File: src/rtl/tlu_handshake_controller.sv
// tlu_handshake_controller: TLU trigger/BUSY handshake sequencer.
// Accepts TLU trigger edges, drives BUSY, requests trigger data from the
// deserializer, counts completed triggers and flags handshake timeouts.
// Optional feature macro: TLU_HANDSHAKE_VETO_EN (adds VETO / VETOED_COUNTER).
module tlu_handshake_controller #(
  parameter int TIMEOUT_WIDTH = 16,
  parameter int COUNTER_WIDTH = 32
) (
  input  logic                     CLK,
  input  logic                     RESET,
  input  logic                     TRIGGER_ENABLE,
  input  logic [1:0]               TRIGGER_MODE,
  input  logic                     TLU_TRIGGER,
  output logic                     TLU_BUSY,
  output logic                     TLU_RECEIVE_DATA_FLAG,
  input  logic                     TLU_DATA_RECEIVED_FLAG,
  output logic                     TRIGGER_ACCEPTED_FLAG,
  output logic [COUNTER_WIDTH-1:0] TRIGGER_COUNTER,
  input  logic                     TRIGGER_COUNTER_RESET,
  input  logic [TIMEOUT_WIDTH-1:0] TIMEOUT_CYCLES,
  output logic                     TIMEOUT_ERROR,
  input  logic                     TIMEOUT_ERROR_CLEAR
`ifdef TLU_HANDSHAKE_VETO_EN
  ,
  input  logic                     VETO,
  output logic [15:0]              VETOED_COUNTER
`endif
);

  typedef enum logic [1:0] {IDLE, REQ_DATA, WAIT_DATA, WAIT_LOW} state_t;

  localparam logic [TIMEOUT_WIDTH-1:0] T_ONE = TIMEOUT_WIDTH'(1);
  localparam logic [COUNTER_WIDTH-1:0] C_ONE = COUNTER_WIDTH'(1);

  state_t                   state_q, state_n;
  logic [1:0]               mode_q, mode_n;
  logic                     trig_prev;
  logic [TIMEOUT_WIDTH-1:0] tcnt_q;
  logic                     veto;
  logic                     trig_edge, arm, accept, vetoed, tmo_hit;
  logic                     acc_n, err_set, busy_n, rx_n;

`ifdef TLU_HANDSHAKE_VETO_EN
  assign veto = VETO;
`else
  assign veto = 1'b0;
`endif

  assign trig_edge = TLU_TRIGGER & ~trig_prev;
  // an edge that would be taken if not vetoed; mode 3 never arms
  assign arm       = (state_q == IDLE) & trig_edge & TRIGGER_ENABLE & (TRIGGER_MODE != 2'd3);
  assign accept    = arm & ~veto;
  assign vetoed    = arm & veto;
  assign tmo_hit   = (TIMEOUT_CYCLES != '0) && (tcnt_q == TIMEOUT_CYCLES - T_ONE);

  // next-state and next-output decode; outputs are registered from these
  always_comb begin
    state_n = state_q;
    mode_n  = mode_q;
    acc_n   = 1'b0;
    err_set = 1'b0;
    case (state_q)
      IDLE: begin
        if (accept) begin
          mode_n = TRIGGER_MODE;
          if (TRIGGER_MODE == 2'd2) begin
            state_n = REQ_DATA;
          end else begin
            state_n = WAIT_LOW;
            acc_n   = 1'b1;
          end
        end else if (vetoed && TRIGGER_MODE != 2'd0) begin
          // hold BUSY until the TLU drops the vetoed trigger
          mode_n  = TRIGGER_MODE;
          state_n = WAIT_LOW;
        end
      end
      REQ_DATA: state_n = WAIT_DATA;
      WAIT_DATA: begin
        if (TLU_DATA_RECEIVED_FLAG) begin
          state_n = WAIT_LOW;
          acc_n   = 1'b1;
        end else if (tmo_hit) begin
          state_n = IDLE;
          err_set = 1'b1;
        end
      end
      WAIT_LOW: begin
        if (!TLU_TRIGGER) begin
          state_n = IDLE;
        end else if (tmo_hit) begin
          state_n = IDLE;
          err_set = 1'b1;
        end
      end
      default: state_n = IDLE;
    endcase
    busy_n = (state_n != IDLE) && (mode_n != 2'd0);
    rx_n   = (state_n == REQ_DATA);
  end

  // state, edge register, latched mode and registered handshake outputs
  always_ff @(posedge CLK or posedge RESET) begin
    if (RESET) begin
      state_q               <= IDLE;
      mode_q                <= 2'd0;
      trig_prev             <= 1'b0;
      TLU_BUSY              <= 1'b0;
      TLU_RECEIVE_DATA_FLAG <= 1'b0;
      TRIGGER_ACCEPTED_FLAG <= 1'b0;
    end else begin
      state_q               <= state_n;
      mode_q                <= mode_n;
      trig_prev             <= TLU_TRIGGER;
      TLU_BUSY              <= busy_n;
      TLU_RECEIVE_DATA_FLAG <= rx_n;
      TRIGGER_ACCEPTED_FLAG <= acc_n;
    end
  end

  // timeout counter: restarts on every state change, saturates while waiting
  always_ff @(posedge CLK or posedge RESET) begin
    if (RESET) begin
      tcnt_q <= '0;
    end else if (state_n != state_q) begin
      tcnt_q <= '0;
    end else if ((state_q == WAIT_DATA || state_q == WAIT_LOW) && tcnt_q != '1) begin
      tcnt_q <= tcnt_q + T_ONE;
    end
  end

  // trigger counter: wraps naturally, clear has priority over increment
  always_ff @(posedge CLK or posedge RESET) begin
    if (RESET) begin
      TRIGGER_COUNTER <= '0;
    end else if (TRIGGER_COUNTER_RESET) begin
      TRIGGER_COUNTER <= '0;
    end else if (acc_n) begin
      TRIGGER_COUNTER <= TRIGGER_COUNTER + C_ONE;
    end
  end

  // sticky timeout flag: a new set beats a coincident clear
  always_ff @(posedge CLK or posedge RESET) begin
    if (RESET) begin
      TIMEOUT_ERROR <= 1'b0;
    end else if (err_set) begin
      TIMEOUT_ERROR <= 1'b1;
    end else if (TIMEOUT_ERROR_CLEAR) begin
      TIMEOUT_ERROR <= 1'b0;
    end
  end

`ifdef TLU_HANDSHAKE_VETO_EN
  // vetoed-edge counter, saturating, shares the trigger counter clear
  always_ff @(posedge CLK or posedge RESET) begin
    if (RESET) begin
      VETOED_COUNTER <= 16'd0;
    end else if (TRIGGER_COUNTER_RESET) begin
      VETOED_COUNTER <= 16'd0;
    end else if (vetoed && VETOED_COUNTER != 16'hFFFF) begin
      VETOED_COUNTER <= VETOED_COUNTER + 16'd1;
    end
  end
`endif

endmodule
File: config.mk
export PLATFORM = sky130hd
export DESIGN_NAME = tlu_handshake_controller
export DESIGN_NICKNAME = d
export VERILOG_FILES = /design/src/rtl/tlu_handshake_controller.sv
export SDC_FILE = /design/constraint.sdc
export NUM_CORES = 1
export LEC_CHECK = 0
export CAP_MARGIN = 10
export CORE_ASPECT_RATIO = 1.75
export CORE_MARGIN = 2
export CORE_UTILIZATION = 54
export CTS_BUF_LIST = sky130_fd_sc_hd__clkbuf_4 sky130_fd_sc_hd__clkbuf_8
export CTS_CLUSTER_DIAMETER = 80
export DETAILED_ROUTE_END_ITERATION = 16
export DONT_BUFFER_PORTS = 1
export GPL_ROUTABILITY_DRIVEN = 0
export PLACE_DENSITY = 0.7
export REMOVE_ABC_BUFFERS = 1
export SKIP_LAST_GASP = 1
export SLEW_MARGIN = 5
export SYNTH_ARGS = -nofsm -noshare
export SYNTH_HDL_FRONTEND = slang
export SYNTH_SLANG_ARGS = --single-unit
export TNS_END_PERCENT = 5
File: constraint.sdc
create_clock -name CLK -period 2.47 [get_ports CLK]
set_clock_uncertainty 0.2 [all_clocks]
set_input_delay 0.494 -clock CLK [delete_from_list [all_inputs] [get_ports CLK]]
set_output_delay 0.494 -clock CLK [all_outputs]
set_load 0.02 [all_outputs]
==> results of run 1 <==
[metal layers]
metal	global-route usage	routed length, um	vias to the layer above
li1	-	-	1319
met1	0.252	2830	1325
met2	0.447	4420	66
met3	0.0656	401	15
met4	0.116	182	0
met5	0	0	-
[placed cells by master (no fill, tap or decap), types with 10 or more instances in the layout]
cell type	n
xor2_1	38
dfrtp_1	57
nor2_1	48
xnor2_1	20
nand3_1	18
o21ai_0	10
nand4_1	11
nor2_2	10
buf_4	32
a21oi_1	11
clkbuf_8	11
nand2_1	21
[report_power, final]
group / total [mW] / switching [mW] / internal, mW
combinational: 0.635 / 0.340 / 0.296
clock: 0.774 / 0.333 / 0.442
sequential: 1.11 / 0.0992 / 1.01
[worst reg2reg max path, stage by stage (launching register included)]
cell and delay [ns]:
dfrtp_1 0.46, nand2_1 0.08, o31ai_1 0.21, o31ai_1 0.16, nor4_2 0.31, buf_4 0.17
nand4_4 0.12, a21oi_4 0.26, clkbuf_16 0.21, nor2_2 0.04
[flip-flops by register name (all words and copies together), names as in the netlist]
signal	count
mode_q	2
trig_prev	1
tcnt_q	16
state_q	2
TLU_BUSY	1
TRIGGER_COUNTER	32
TLU_RECEIVE_DATA_FLAG	1
TRIGGER_ACCEPTED_FLAG	1
TIMEOUT_ERROR	1
[cells by family after synthesis]
kind of cell               synth area share
AOI/OAI and AO/OA                    0.0905
xor gates and xnor gates              0.151
adders and majority gates            0.0112
buffers and inverters                0.0436
DFF                                   0.425
muxes                               0.00596
and+or+nand+nor                       0.273
[worst max path at each step]
stage / to / start
after floorplan: tcnt_q[10]$_DFFE_PP0P_ / TIMEOUT_CYCLES[0]
after CTS: tcnt_q[12]$_DFFE_PP0P_ / TIMEOUT_CYCLES[0]
after detailed placement: tcnt_q[12]$_DFFE_PP0P_ / TIMEOUT_CYCLES[0]
after global placement: tcnt_q[12]$_DFFE_PP0P_ / TIMEOUT_CYCLES[0]
final: tcnt_q[5]$_DFFE_PP0P_ / TIMEOUT_CYCLES[4]
after global routing: tcnt_q[15]$_DFFE_PP0P_ / TIMEOUT_CYCLES[1]
[cell type report]
cell class              instances  area [um2]  area share
clock buffers                  14         174      0.0448
inverters                       8        30.0     0.00773
multi-input cells             277        1840       0.473
flip-flops and latches         57        1430       0.367
well taps                      80         100      0.0258
repair buffers                 37         315      0.0812
[stage by stage]
step | TNS [ns] | std cells
5_1_grt | -1.29 | 473
2_1_floorplan | -13.30 | 342
3_5_place_dp | -9.71 | 455
6_report | -0.756 | 473
4_1_cts | -0.413 | 471
3_3_place_gp | -9.77 | 455
[what timing repair did]
action,4_1_cts,5_1_grt
hold buffers,2,1
resized for setup,5,5
endpoints found under the setup margin,20,20
hold endpoints to repair,23,5
cloned,0,1
pin swaps,2,4
==> metrics.csv, run 1 <==
metric,value,unit
outcome,"finished, violations left",
failing checks,setup timing,
FF-to-FF setup slack,0.15,ns
CP Data Required Time,2.49,ns
pwr dens,649,mW/mm2
final hold slack,0.0249,ns
HP Class,input pin to flip-flop,
VDD IR max,0.454,mV
Worst Hold End,TRIGGER_COUNTER[9]$_DFFE_PP0P_,
CP arrival,2.56,ns
via count,2725,
site row count,38,
Syn Inst Count,358,
Core Footprint,0.00609,mm2
pins over their slew limit,0,
count of warnings emitted by yosys,0,
kind of cell adding the most delay to the critical path,simple AND/OR/NAND/NOR gates,
final setup fails,16,
vias in the first global route,2883,
Clock Path Buffers,2,
final period utilization,1.03,
class of the most critical setup path,input pin to flip-flop,
hold depth,1,
Post-synth top cells,"dfrtp_1, nor2_1, xor2_1",
asr flop ratio synth,1.00,
Netlist cell types,52,
post-synthesis sequential area ratio,0.425,
synthesized area,0.00336,mm2
Leak,1.65,nW
GRT Total Usage,0.243,
Tot Pwr,2.52,mW
pre-CTS WS,-0.516,ns
Worst path depth,9,
Crit-path slowest cell,or4_4,
clk_lat worst skew,0.33,ns
crit-path max FO,8,
PortBufs,0,
root buf cell,clkbuf_8,
area delta synth->final,15.6,%
crit start category,input pin,
Post-DP HPWL,5720,um
min cycle time layout,2.54,ns
number of buffers created by CTS,9,
reg-to-reg startpoint,tcnt_q[2]$_DFFE_PP0P_,
register bit total from synthesis,57,
antenna cells,0,
antenna violations before repair,0,
Vias/cell,5.76,
GRT overflow,0,
first-pass GRT wire length,13000,um
highest clock rate,0.393,GHz
syn avg cell area,9.38,um2
Die X,63.6,um
CP Cell Sequence,"or4_4, nand4bb_1, xnor2_1, nor4_2, buf_4, nand4_4, a21oi_4, clkbuf_16, nor2_2",
share of layout cells above drive strength 1,0.186,
number of clock sinks,57,
Die ar.,0.00689,mm2
setup bufs post-CTS,0,
Avg WL per Cell,16.6,um
largest net degree at the start of global routing,35,
drt first-iter violations,103,
I/O pin count,61,
fillcell total,544,
synth top area cells,"dfrtp_1, xor2_1, nor2_1, xnor2_1, nand3_1",
Critical Path End Type,flip-flop,
ANT nets after route,0,
WP buf/inv,2,
drt total wl,7830,um
Die H,108,um
"count leader, synth",dfrtp_1,
DP Area,0.00361,mm2
DR pass1 iterations,4,
Max-Slew Margin vs Limit,0.597,
Initial Util,0.552,
Final Hold Vio Count,0,
final core occ,0.638,
leading area contributor after synthesis,dfrtp_1,
fin area,0.00388,mm2
Reg2Reg Capture Point,tcnt_q[5]$_DFFE_PP0P_,
Slew @ Worst Pin,0.596,ns
R2R depth,9,
RSZ-0062 raised after global routing,true,
Final #Nets,418,
CTS tree,built,
max-cap violation count,0,
HP Start,TRIGGER_COUNTER_RESET,
Critical Path Max Stage Delay,0.56,ns
DRC,0,
post-route setup slack,-0.0736,ns
Clock Pin Slew Worst Setup and Hold Paths,0.06,ns
Synth Flop Type,dfrtp_1,
Synth top area share,0.425,
H-tree depth,3,
Post-synth EDFFs,0,
Power figures use the tool's default switching activity.
==> run 2, diff against run 1 <==
Settings changed: BUFFER_PORTS_ARGS from default to -buffer_cell sky130_fd_sc_hd__buf_2, CORE_UTILIZATION 54 to 35, DONT_BUFFER_PORTS 1 to default, PLACE_DENSITY 0.7 to 0.54.
==> run 2 against run 1 <==
  * Highest routed layer unchanged
  * Clock-buffer cell count decreased by 4
  * Flip-flop and latch count is the same
  * Utilization decreased by 18 points
  * Via count is 9.2% higher
  * Worst hold slack got worse by 0.019 ns
  * Critical path type unchanged
  * Power rose by 11%
  * Clock power up 23%
  * Sequential share of layout area down 3.8 points
  * Cell count increased by 23%
  * Largest cell class unchanged
  * Sequential power down 4%
  * Wire length is 11% higher
  * The flow still finishes with violations (setup timing)
==> metrics.csv, run 2 (synthesized netlist as in run 1, its figures left out) <==
metric,value,unit,change
crit-path max FO,8,,unchanged
HP Class,input pin to async pin,,
Cell Int Power,1.93,mW,+10%
DRC,0,,unchanged
number of buffers created by CTS,9,,unchanged
PortBufs,60,,+60
setup bufs post-CTS,0,,unchanged
final setup fails,18,,+2
highest clock rate,0.372,GHz,-5.3%
Post-CTS Hold Buffers,0,,-2
VDD IR max,0.373,mV,-18%
Final #Nets,483,,+16%
Vias/cell,5.11,,-11%
final hold slack,0.00615,ns,-0.0187 ns
post-route setup slack,-0.217,ns,-0.144 ns
I/O pin count,61,,unchanged
met3 Use GR,0.0339,,-0.0317
crit start category,input pin,,
"commonest cells after routing, fill and taps aside","buf_2, dfrtp_1, nor2_1",,
pins over their slew limit,0,,unchanged
final period utilization,1.09,,+0.0582
Clock Pin Slew Worst Setup and Hold Paths,0.07,ns,about the same
vias in the first global route,3181,,+10%
Crit-path slowest cell,or4_4,,
Die H,134,um,+23%
first-pass GRT wire length,14600,um,+12%
met1 usage,0.188,,-0.0645
DR pass1 iterations,4,,unchanged
site row count,47,,+24%
Die X,78.0,um,+23%
Reg power frac,0.383,,-0.057
Avg WL per Cell,14.9,um,-9.9%
CP arrival,2.71,ns,+0.15 ns
CTS tree,built,,
via count,2976,,+9.2%
Sw Ratio,0.309,,+0.00255
most used routing layer,met2,,
WP buf/inv,3,,+1
Post-Route Setup TNS,-3.14,ns,-2.38 ns
DP Area,0.00403,mm2,+12%
largest register by flop count,TRIGGER_COUNTER,,
Comb pwr share,0.276,,+0.024
largest net degree at the start of global routing,58,,+66%
M2 GR Usage,0.328,,-0.120
Final Hold Vio Count,0,,unchanged
Initial Util,0.357,,-0.195
fin area,0.00432,mm2,+11%
Critical Path Max Stage Delay,0.58,ns,+0.02 ns
Critical Path End Type,flip-flop,,
CP Data Required Time,2.49,ns,about the same
GRT Total Usage,0.175,,-0.0682
Die ar.,0.0104,mm2,+51%
clk_lat worst skew,0.33,ns,about the same
Max-Slew Margin vs Limit,0.656,,+0.0588
CP Cell Sequence,"buf_2, or4_4, nand4bb_1, xnor2_1, nor4_2, buf_4, nand4_4, a21oi_4, clkbuf_16, nor2_2",,
max FFs per register,32,,unchanged
pwr dens,644,mW/mm2,-0.66%
H-tree depth,3,,unchanged
clock share of power,0.341,,+0.034
root buf cell,clkbuf_8,,
pre-CTS WS,-0.696,ns,-0.180 ns
Post-DP HPWL,6430,um,+12%
Clock Path Buffers,2,,unchanged
max-cap violation count,0,,unchanged
Slew @ Worst Pin,0.511,ns,-0.0853 ns
antenna violations before repair,0,,unchanged
drt total wl,8680,um,+11%
"most common cell after layout, fill and taps aside",buf_2,,
min cycle time layout,2.69,ns,+0.144 ns
number of clock sinks,57,,unchanged
failing checks,setup timing,,
Top Registers,"TRIGGER_COUNTER x32, tcnt_q x16",,
antenna cells,0,,unchanged
net load switching power,861,uW,+12%
Leak,1.99,nW,+21%
outcome,"finished, violations left",,
kind of cell adding the most delay to the critical path,simple AND/OR/NAND/NOR gates,,
final core occ,0.460,,-0.178
drt first-iter violations,112,,+8.7%
ANT nets after route,0,,unchanged
Core Footprint,0.00941,mm2,+55%
GRT overflow,0,,unchanged
class of the most critical setup path,input pin to flip-flop,,
area delta synth->final,28.8,%,
share of layout cells above drive strength 1,0.309,,+0.123
RSZ-0062 raised after global routing,true,,
run 2: cell type report:
class	instances	area [um2]
Fill cell	953	5080
Multi-Input combinational cell	277	1840
Sequential cell	57	1430
Timing Repair Buffer	102	658
Tap cell	122	153
Clock buffer	10	131
Clock inverter	6	82.6
Inverter	8	30.0
run 2: metal layers:
| metal | vias up | wire length (um) |
|---|---|---|
| li1 | 1446 | - |
| met1 | 1445 | 3330 |
| met2 | 71 | 4810 |
| met3 | 14 | 340 |
| met4 | 0 | 202 |
| met5 | - | 0 |
run 2: worst min-delay path, stage by stage:
cell    delay [ns]
buf_2         0.10
inv_2         0.06
buf_12        0.27
run 2: path summary, 6_finish.rpt:
| path | startpoint | to | slack (ns) | cells after the start |
|---|---|---|---|---|
| max | TIMEOUT_CYCLES[6] | tcnt_q[4]$_DFFE_PP0P_ | -0.22 | 10 |
| min | RESET | TRIGGER_COUNTER[20]$_DFFE_PP0P_ | 0.006 | 3 |
| max reg2reg | tcnt_q[2]$_DFFE_PP0P_ | tcnt_q[4]$_DFFE_PP0P_ | 0.13 | 9 |
| min reg2reg | TIMEOUT_ERROR$_DFFE_PP0P_ | TIMEOUT_ERROR$_DFFE_PP0P_ | 0.30 | 2 |
| max in group asynchronous | RESET | tcnt_q[1]$_DFFE_PP0P_ | 1.81 | 3 |
| min in group CLK | TLU_TRIGGER | trig_prev$_DFF_PP0_ | 0.15 | 1 |
run 2: power by group through the flow:
stage          clock network [mW]  logic (mW)  registers [mW]
3_5_place_dp                    0       0.705            1.09
5_1_grt                      1.01       0.848            1.08
2_1_floorplan                   0       0.356            1.12
3_3_place_gp                    0       0.696            1.08
4_1_cts                     0.977       0.713            1.07
6_report                    0.949       0.770            1.07
run 2: per-stage QoR:
step,power [mW],cells
2_1_floorplan,1.47,342
3_5_place_dp,1.79,565
4_1_cts,2.76,581
6_report,2.79,582
3_3_place_gp,1.78,565
5_1_grt,2.94,582
run 2: repair_timing:
action / 4_1_cts / 5_1_grt
pin swaps: 1 / 7
gates resized for setup: 3 / 8
gates cloned: 0 / 1
endpoints found under the setup margin: 20 / 20
